===== src/rtl/int2flt_pkg.sv =====
// rtl/int2flt_pkg.sv - shared states and field widths for the int->half converter
package int2flt_pkg;

  localparam int EXP_BIAS = 15;
  localparam int EXP_W    = 5;
  localparam int FRAC_W   = 10;
  localparam int INT_W    = 16;

  typedef enum logic [3:0] {
    IDLE,
    RD_LO,
    RD_HI,
    ABS,
    NORM,
    ROUND,
    WR_LO,
    WR_HI,
    DONE
  } state_t;

endpackage


===== src/rtl/int2flt_round.sv =====
// rtl/int2flt_round.sv - round-to-nearest-even packing of a normalized magnitude into a half
module int2flt_round
  import int2flt_pkg::*;
(
  input  logic             sign,
  input  logic [3:0]       k,
  input  logic [INT_W-1:0] mag,
  output logic [15:0]      half
);

  logic [FRAC_W-1:0] frac;
  logic              guard;
  logic              sticky;
  logic              round_up;
  logic [FRAC_W:0]   frac_sum;
  logic [EXP_W-1:0]  exp_base;
  logic [EXP_W-1:0]  exp_final;

  // mag[15] is the hidden one; the next ten bits are the stored fraction
  always_comb begin
    frac      = mag[14:5];
    guard     = mag[4];
    sticky    = |mag[3:0];
    round_up  = guard & (sticky | frac[0]);
    frac_sum  = {1'b0, frac} + {{FRAC_W{1'b0}}, round_up};
    exp_base  = {1'b0, k} + EXP_W'(EXP_BIAS);
    // a carry out of the fraction means the value rounded up to the next power of two
    exp_final = frac_sum[FRAC_W] ? exp_base + 5'd1 : exp_base;
    half      = {sign, exp_final, frac_sum[FRAC_W-1:0]};
  end

endmodule


===== src/rtl/int2flt_seq.sv =====
// rtl/int2flt_seq.sv - memory-sequenced 16-bit integer to half-precision converter
module int2flt_seq
  import int2flt_pkg::*;
#(
  parameter logic [7:0] IN_ADDR  = 8'd0,
  parameter logic [7:0] OUT_ADDR = 8'd2
) (
  input  logic       Clk,
  input  logic       Reset,
  input  logic       Start,
  output logic       Done,
  output logic [7:0] mem_addr,
  input  logic [7:0] mem_rd_data,
  output logic       mem_wr_en,
  output logic [7:0] mem_wr_data
);

  state_t state, next_state;

  logic             armed;
  logic [7:0]       lo_byte;
  logic [7:0]       hi_byte;
  logic             sign;
  logic [INT_W-1:0] mag;
  logic [3:0]       k;
  logic [15:0]      result;

  logic [INT_W-1:0] x_in;
  logic [INT_W-1:0] abs_val;
  logic             in_zero;
  logic [15:0]      half;
  logic             idle_like;

  // two's-complement magnitude; 16 bits suffice because -32768 wraps to 0x8000 exactly
  always_comb begin
    x_in      = {hi_byte, lo_byte};
    abs_val   = x_in[15] ? (16'd0 - x_in) : x_in;
    in_zero   = (x_in == 16'd0);
    idle_like = (state == IDLE) || (state == DONE);
  end

  int2flt_round u_round (
    .sign (sign),
    .k    (k),
    .mag  (mag),
    .half (half)
  );

  // state register
  always_ff @(posedge Clk or posedge Reset) begin
    if (Reset) state <= IDLE;
    else       state <= next_state;
  end

  // sequencing: launch on the first low Start after arming, then walk the pipeline
  always_comb begin
    next_state = state;
    case (state)
      IDLE, DONE: if (armed && !Start) next_state = RD_LO;
      RD_LO:      next_state = RD_HI;
      RD_HI:      next_state = ABS;
      ABS:        next_state = in_zero ? WR_LO : NORM;
      NORM:       next_state = mag[15] ? ROUND : NORM;
      ROUND:      next_state = WR_LO;
      WR_LO:      next_state = WR_HI;
      WR_HI:      next_state = DONE;
      default:    next_state = IDLE;
    endcase
  end

  // datapath: operand capture, abs, normalize shifter and result latch
  always_ff @(posedge Clk or posedge Reset) begin
    if (Reset) begin
      armed   <= 1'b0;
      lo_byte <= 8'd0;
      hi_byte <= 8'd0;
      sign    <= 1'b0;
      mag     <= '0;
      k       <= 4'd0;
      result  <= 16'd0;
    end else begin
      // Start high while waiting arms; a low Start then either launches or leaves it disarmed
      armed <= idle_like ? Start : 1'b0;
      case (state)
        RD_LO: lo_byte <= mem_rd_data;
        RD_HI: hi_byte <= mem_rd_data;
        ABS: begin
          sign   <= in_zero ? 1'b0 : x_in[15];
          mag    <= abs_val;
          k      <= 4'd15;
          result <= 16'd0;
        end
        NORM: begin
          if (!mag[15]) begin
            mag <= mag << 1;
            k   <= k - 4'd1;
          end
        end
        ROUND:   result <= half;
        default: ;
      endcase
    end
  end

  // registered memory interface and Done, decoded from the state being entered
  always_ff @(posedge Clk or posedge Reset) begin
    if (Reset) begin
      Done        <= 1'b0;
      mem_addr    <= IN_ADDR;
      mem_wr_en   <= 1'b0;
      mem_wr_data <= 8'd0;
    end else begin
      if (idle_like && Start)
        Done <= 1'b0;
      else if (state == WR_HI && next_state == DONE)
        Done <= 1'b1;

      mem_wr_en <= (next_state == WR_LO) || (next_state == WR_HI);

      case (next_state)
        RD_HI:   mem_addr <= IN_ADDR + 8'd1;
        WR_LO:   mem_addr <= OUT_ADDR;
        WR_HI:   mem_addr <= OUT_ADDR + 8'd1;
        default: mem_addr <= IN_ADDR;
      endcase

      case (next_state)
        // the zero shortcut comes straight from ABS, where the result is all zeros
        WR_LO:   mem_wr_data <= (state == ROUND) ? half[7:0] : 8'd0;
        WR_HI:   mem_wr_data <= result[15:8];
        default: mem_wr_data <= 8'd0;
      endcase
    end
  end

endmodule

===== config.mk =====
export PLATFORM = sky130hd
export DESIGN_NAME = int2flt_seq
export DESIGN_NICKNAME = d
export VERILOG_FILES = /design/src/rtl/int2flt_pkg.sv /design/src/rtl/int2flt_round.sv /design/src/rtl/int2flt_seq.sv
export SDC_FILE = /design/constraint.sdc
export NUM_CORES = 1
export LEC_CHECK = 0
export ABC_CLOCK_PERIOD_IN_PS = 2100
export BUFFER_PORTS_ARGS = -buffer_cell sky130_fd_sc_hd__buf_4
export CORE_MARGIN = 2
export CORE_UTILIZATION = 53
export DETAILED_ROUTE_END_ITERATION = 7
export PLACE_DENSITY_LB_ADDON = 0.15
export SETUP_SLACK_MARGIN = 0.2
export SLEW_MARGIN = 15
export SYNTH_ARGS = -nofsm -noshare
export SYNTH_HDL_FRONTEND = slang
export SYNTH_HIERARCHICAL = 1
export SYNTH_SLANG_ARGS = --single-unit

===== constraint.sdc =====
create_clock -name Clk -period 2.1 [get_ports Clk]
set_input_delay 0.105 -clock Clk [delete_from_list [all_inputs] [get_ports Clk]]
set_output_delay 0.105 -clock Clk [all_outputs]
set_load 0.05 [all_outputs]

==> summary.md, run 1 <==
| Metric | Value |
|---|---|
| Status | finished clean |
| Worst Tran Pin Value | 0.679 ns |
| Maximum VDD drop | 0.941 mV |
| Die width | 81.4 microns |
| Tmin final | 2.01 ns |
| Switching part of the total | 41.4% |
| RSZ-0062 raised after global routing | true |
| Max-slew violation count | 0 |
| Power consumption | ~6.4 mW |
| # H-tree levels | 3 |
| Initial antenna violation count | 0 |
| Total Routing Usage GR | 23.0% |
| Global placement routability congestion | ~0.85 |
| Main area contributors after synthesis | dfrtp_1, xnor2_1, mux2_2 |
| Iteration-0 DRC Markers | roughly 140 |
| # Max-Cap Violations | 0 |
| P_leak | 1.73 nW |
| Critical Path Source Type | flip-flop |
| DIE AREA | roughly 0.0066 sq mm |
| Post-synth top area cell | dfrtp_1 |
| Initial core utilization | 54.3% |
| CTS max path bufs | 2 |
| Cell Pwr Density | ~1600 mW/mm^2 |
| Finish-stage setup viols | 0 |
| IO Pins | 29 |
| Die Span Y | around 81 microns |
| Reg power frac | 35.8% |
| HPWL after DPL | 4800 microns |
| Top-area cell type share of the netlist area | 48.1% |
| Final Hold Fails | 0 |
| Num rows | 28 |
| Port-buffer cells | 22 |
| Area Overhead vs Synth | 22.5% |
| Largest net degree at the start of global routing | 26 |
| Grt ovf | 0 |
| Setup Total Neg Slack | 0 ns |
| Synthesized area per cell | 10.3 sq um |
| Final WL | 6940 microns |
| Tcrit/Tclk final | a little over nine tenths |
| Worst setup EP type | flip-flop |
| Pre-CTS setup slack | 0.0258 ns |
| CP arrival | roughly 2.2 ns |
| Diode count | 0 |
| Setup WS post-layout | 0.0862 ns |
| WL per Instance | 15.8 microns |
| WP data required | around 2.3 ns |
| Count of flip-flops with a built-in enable after synthesis | 0 |
| Netlist cell types | 47 |
| Crit-path max FO | 6 |
| Commonest non-fill, non-tap cell in the layout | dfrtp_1 |
| CTS root buf | clkbuf_8 |
| CTS tree | built |
| Residual DRC | 0 |
| Clock latency on the worst-skew pair | 0.34 ns |
| First-pass GRT wire length | 11400 microns |
| Int Pwr | 3.76 mW |
| Vias per cell | 5.58 |
| Cell count after synthesis | 309 |
| Post-synth ARST share | 100% |
| Count of warnings emitted by yosys | 6 |
| FF+latch count, synth | between 60 and 70 |
| Crit Path Category | flip-flop to flip-flop |
| Tightest Hold Check Type | input pin to flip-flop |
| Layout cells sized above 1 | approximately a quarter |
| Pre-Repair DR Iteration Count | 4 |
| Commonest cells after routing, fill and taps aside | dfrtp_1, buf_4, nor2_1 |
| Clk pwr share | 17.6% |
| Routed Antenna Nets | 0 |
| Filler cells | about 460 |
| Max Fclk | 497 MHz |
| Total core area | slightly below 0.006 sq mm |
| Relative slew slack | 54.8% |
| Post-Syn Area | around 0.0032 sq mm |
| Prevailing post-synth register cell | dfrtp_1 |
| Vias | 2454 |
| Clk_skew | slightly below 0.006 ns |
| Psw | about 2.7 mW |
| Vias in the first global route | 2309 |
| Reg clk slew, reported paths | roughly 0.070 ns |
| Nets@finish | 375 |
| Clk sinks | 61 |
| Combinational share of power | a little under half |
| Sequential share of the synthesized area | 48.1% |
| Total CTS buffers | 9 |
-- worst paths after layout --
path                       startpoint        endpoint  slack, ns  depth (start not counted)
max                        lo_byte[6]         mag[14]       0.09                          5
min                             Start           armed       0.02                          3
max reg2reg                lo_byte[6]         mag[14]       0.09                          5
min reg2reg                      sign            sign       0.49                          2
max in group asynchronous       Reset      hi_byte[0]       1.06                          4
min in group asynchronous       Reset  mem_wr_data[2]       0.36                          3
-- through the flow --
stage / hold WS, ns / util, % / std cells / cell area (sq um)
6_report: 0.0242 / 66.5 / 440 / 3890
5_1_grt: 0.0271 / 66.5 / 440 / 3890
4_1_cts: 0.00977 / 65.4 / 436 / 3830
3_5_place_dp: 0.183 / 59.8 / 408 / 3500
3_3_place_gp: 0.172 / 59.8 / 408 / 3500
2_1_floorplan: 0.222 / - / 314 / 3210
-- cell families after synthesis --
| group | count (synthesis) | share of synthesized area (%) |
|---|---|---|
| other | 1 | 0.118 |
| adders and majority gates | 4 | 1.58 |
| muxes | 16 | 5.60 |
| xor gates and xnor gates | 28 | 7.73 |
| DFF | 61 | 48.1 |
| buffers and inverters | 34 | 5.01 |
| and+or+nand+nor | 98 | 16.4 |
| AOI/OAI and AO/OA | 67 | 15.5 |
-- state kept, by name, indices dropped and copies added (netlist names) --
signal       cells
Done             1
armed            1
hi_byte          8
k                4
lo_byte          8
mag             16
mem_addr         2
mem_wr_data      8
result           8
sign             1
state            4
-- power groups by stage --
stage / Clock (mW) / Combinational, mW / Sequential [mW]
3_3_place_gp: 0 / 2.75 / 2.27
2_1_floorplan: 0 / 1.95 / 2.31
4_1_cts: 1.14 / 2.89 / 2.27
6_report: 1.13 / 2.99 / 2.30
3_5_place_dp: 0 / 2.81 / 2.29
5_1_grt: 1.21 / 3.28 / 2.37
-- what timing repair did --
item / CTS / global route
setup buffers: 3 / 4
pin swaps: 1 / 3
endpoints found under the hold margin: 36 / 0
endpoints found under the setup margin: 9 / 14
hold buffers: 9 / 0
gates resized for setup: 2 / 9
-- Yosys cell counts, drive strengths merged (4+ instances only) --
cell,instances
o21ai,15
or3,5
nor2,30
dfrtp,61
nand2b,7
buf,9
nor4,4
a221oi,6
nand2,15
o41ai,5
xor2,8
o31ai,4
or2,4
mux2,14
a21oi,6
xnor2,20
ha,4
a22oi,5
nor3,8
a22o,16
clkbuf,15
inv,10
nand3,7
-- cell type report --
cell class	count	area [sq um]	share of cell area (%)
tap	75	93.8	2.41
multi-input combinational	219	1560	40.0
clock inverter	5	75.1	1.93
sequential	61	1530	39.3
clock buffer	11	131	3.38
timing repair buffer	59	465	12.0
inverter	10	37.5	0.965
-- worst max-delay path, cell delays in order (launching register included) --
cell and delay [ns]:
dfrtp_1 0.39, or4_4 0.58, or3_1 0.40, o41ai_2 0.25, xor2_1 0.19, o21ai_1 0.08
-- layer usage --
layer  track usage [%]  share of wire (%)  up-vias
met1              30.5                 46     1188
li1                  -                  -     1206
met4              11.9                2.0        0
met3              3.89                3.4       12
met5                 0                  0        -
met2              36.1                 48       48
Note: power is estimated with default switching activity, not from simulation.
==> run 2: changes to the inputs <==
--- a/config.mk
+++ b/config.mk
@@ -10,6 +10,7 @@
 export CORE_MARGIN = 2
 export CORE_UTILIZATION = 53
 export DETAILED_ROUTE_END_ITERATION = 7
+export HOLD_SLACK_MARGIN = 0.05
 export PLACE_DENSITY_LB_ADDON = 0.15
 export SETUP_SLACK_MARGIN = 0.2
 export SLEW_MARGIN = 15
==> run 2 against run 1 <==
Net effect: wire length is 0.49% higher; critical path type unchanged; core utilization grew 0.17 points; sequential power is essentially flat; power about the same; sequential share of layout area shrank 0.10 points; worst hold slack gained 0.34 ns; die area unchanged; clock power is essentially flat.
==> summary.md, run 2 (synthesized netlist as in run 1, its figures left out) <==
| Metric | Value |
|---|---|
| Residual DRC | 0 |
| Worst Tran Pin Value | slightly below 0.7 ns |
| Commonest non-fill, non-tap cell in the layout | dfrtp_1 |
| Critical Path Source Type | flip-flop |
| Tcrit/Tclk final | 95.9% |
| Final WL | between 6000 and 7000 microns |
| Grt ovf | 0 |
| CTS root buf | clkbuf_8 |
| Global placement routability congestion | between 0.8 and 0.9 |
| Crit-path max FO | 6 |
| IO Pins | 29 |
| Maximum VDD drop | between 0.9 and 1 mV |
| Initial core utilization | 54.3% |
| Max-slew violation count | 0 |
| Final Hold Fails | 0 |
| Vias | 2449 |
| # Max-Cap Violations | 0 |
| First-pass GRT wire length | 11400 microns |
| Layout cells sized above 1 | about a quarter |
| Power consumption | 6.41 mW |
| Filler cells | 457 |
| Clk_skew | ~0.006 ns |
| Total Routing Usage GR | 23.1% |
| Initial antenna violation count | 0 |
| Nets@finish | 376 |
| P_leak | 1.73 nW |
| Total core area | slightly below 0.006 sq mm |
| Worst reg2reg path depth | 5 |
| Port-buffer cells | 22 |
| Status | finished clean |
| DIE AREA | 0.00662 sq mm |
| Clock latency on the worst-skew pair | 0.34 ns |
| Area Overhead vs Synth | 22.9% |
| Vias per cell | 5.55 |
| Pre-CTS setup slack | 0.0258 ns |
| Setup WS post-layout | 0.0871 ns |
| CTS tree | built |
| Num rows | 28 |
| Largest net degree at the start of global routing | 26 |
| Vias in the first global route | 2317 |
| Commonest cells after routing, fill and taps aside | dfrtp_1, buf_4, nor2_1 |
| Die width | 81.4 microns |
| Finish-stage setup viols | 0 |
| Crit Path Category | flip-flop to flip-flop |
| Tightest Hold Check Type | input pin to async pin |
| WL per Instance | 15.8 microns |
| CP arrival | 2.23 ns |
| Max Fclk | around 500 MHz |
| CTS max path bufs | 2 |
| Reg clk slew, reported paths | 0.07 ns |
| Largest reg by FF count | mag |
| Relative slew slack | 54.7% |
| Pre-Repair DR Iteration Count | 4 |
| Max reg flops | 16 |
| Routed Antenna Nets | 0 |
| RSZ-0062 raised after global routing | true |
| Die Span Y | 81.4 microns |
| Tmin final | 2.01 ns |
| Setup Total Neg Slack | 0 ns |
| Clk sinks | 61 |
| WP data required | around 2.3 ns |
| Cell Pwr Density | 1640 mW/mm^2 |
| HPWL after DPL | 4800 microns |
| Iteration-0 DRC Markers | 162 |
| Worst setup EP type | flip-flop |
| # H-tree levels | 3 |
| Total CTS buffers | 9 |
| Diode count | 0 |
==> run 2: metal layers <==
metal | global-route usage [%] | up-vias | wire length (microns)
li1 | - | 1207 | -
met1 | 30.6 | 1184 | 3220
met2 | 36.5 | 46 | 3380
met3 | 3.89 | 12 | 228
met4 | 11.9 | 0 | 142
met5 | 0 | - | 0
==> run 2: final timing paths <==
kind / startpoint / endpoint / slack, ns
worst max-delay path: lo_byte[6] / mag[14] / 0.09
worst min-delay path: Reset / result[12] / 0.36
worst max register to register: lo_byte[6] / mag[14] / 0.09
worst min register to register: sign / sign / 0.49
max in group asynchronous: Reset / hi_byte[0] / 1.06
min in group Clk: sign / sign / 0.49
==> run 2: critical path: stages, from the launching register on <==
cell and delay [ns]:
dfrtp_1 0.39, or4_4 0.58, or3_1 0.40, o41ai_2 0.25
xor2_1 0.19, o21ai_1 0.08
==> run 2: report_power, final <==
group	total (mW)	internal [mW]	switching, mW
Clock	1.13	0.663	0.463
Combinational	2.99	1.40	1.59
Sequential	2.30	1.69	0.603
==> run 2: cell type report <==
cell class / count / area [sq um] / area share [%]
well taps: 75 / 93.8 / 2.41
flip-flops and latches: 61 / 1530 / 39.2
multi-input cells: 219 / 1560 / 39.9
repair buffers: 60 / 475 / 12.2
clock inverters: 5 / 75.1 / 1.92
clock buffers: 11 / 131 / 3.37
inverters: 10 / 37.5 / 0.962
==> run 2: through the flow <==
step | hold WS, ns | area, sq um | util, % | std cells
2_1_floorplan | 0.222 | 3210 | - | 314
3_3_place_gp | 0.172 | 3500 | 59.8 | 408
3_5_place_dp | 0.183 | 3500 | 59.8 | 408
4_1_cts | 0.369 | 3840 | 65.6 | 437
5_1_grt | 0.430 | 3900 | 66.7 | 441
6_report | 0.359 | 3900 | 66.7 | 441
==> run 2: what timing repair did <==
| action | in CTS | in global routing |
|---|---|---|
| hold buffers | 10 | 0 |
| buffers inserted | 3 | 4 |
| resized for setup | 2 | 9 |
| pin swaps | 1 | 3 |
| hold endpoints to repair | 42 | 0 |
| setup endpoints to repair | 9 | 14 |
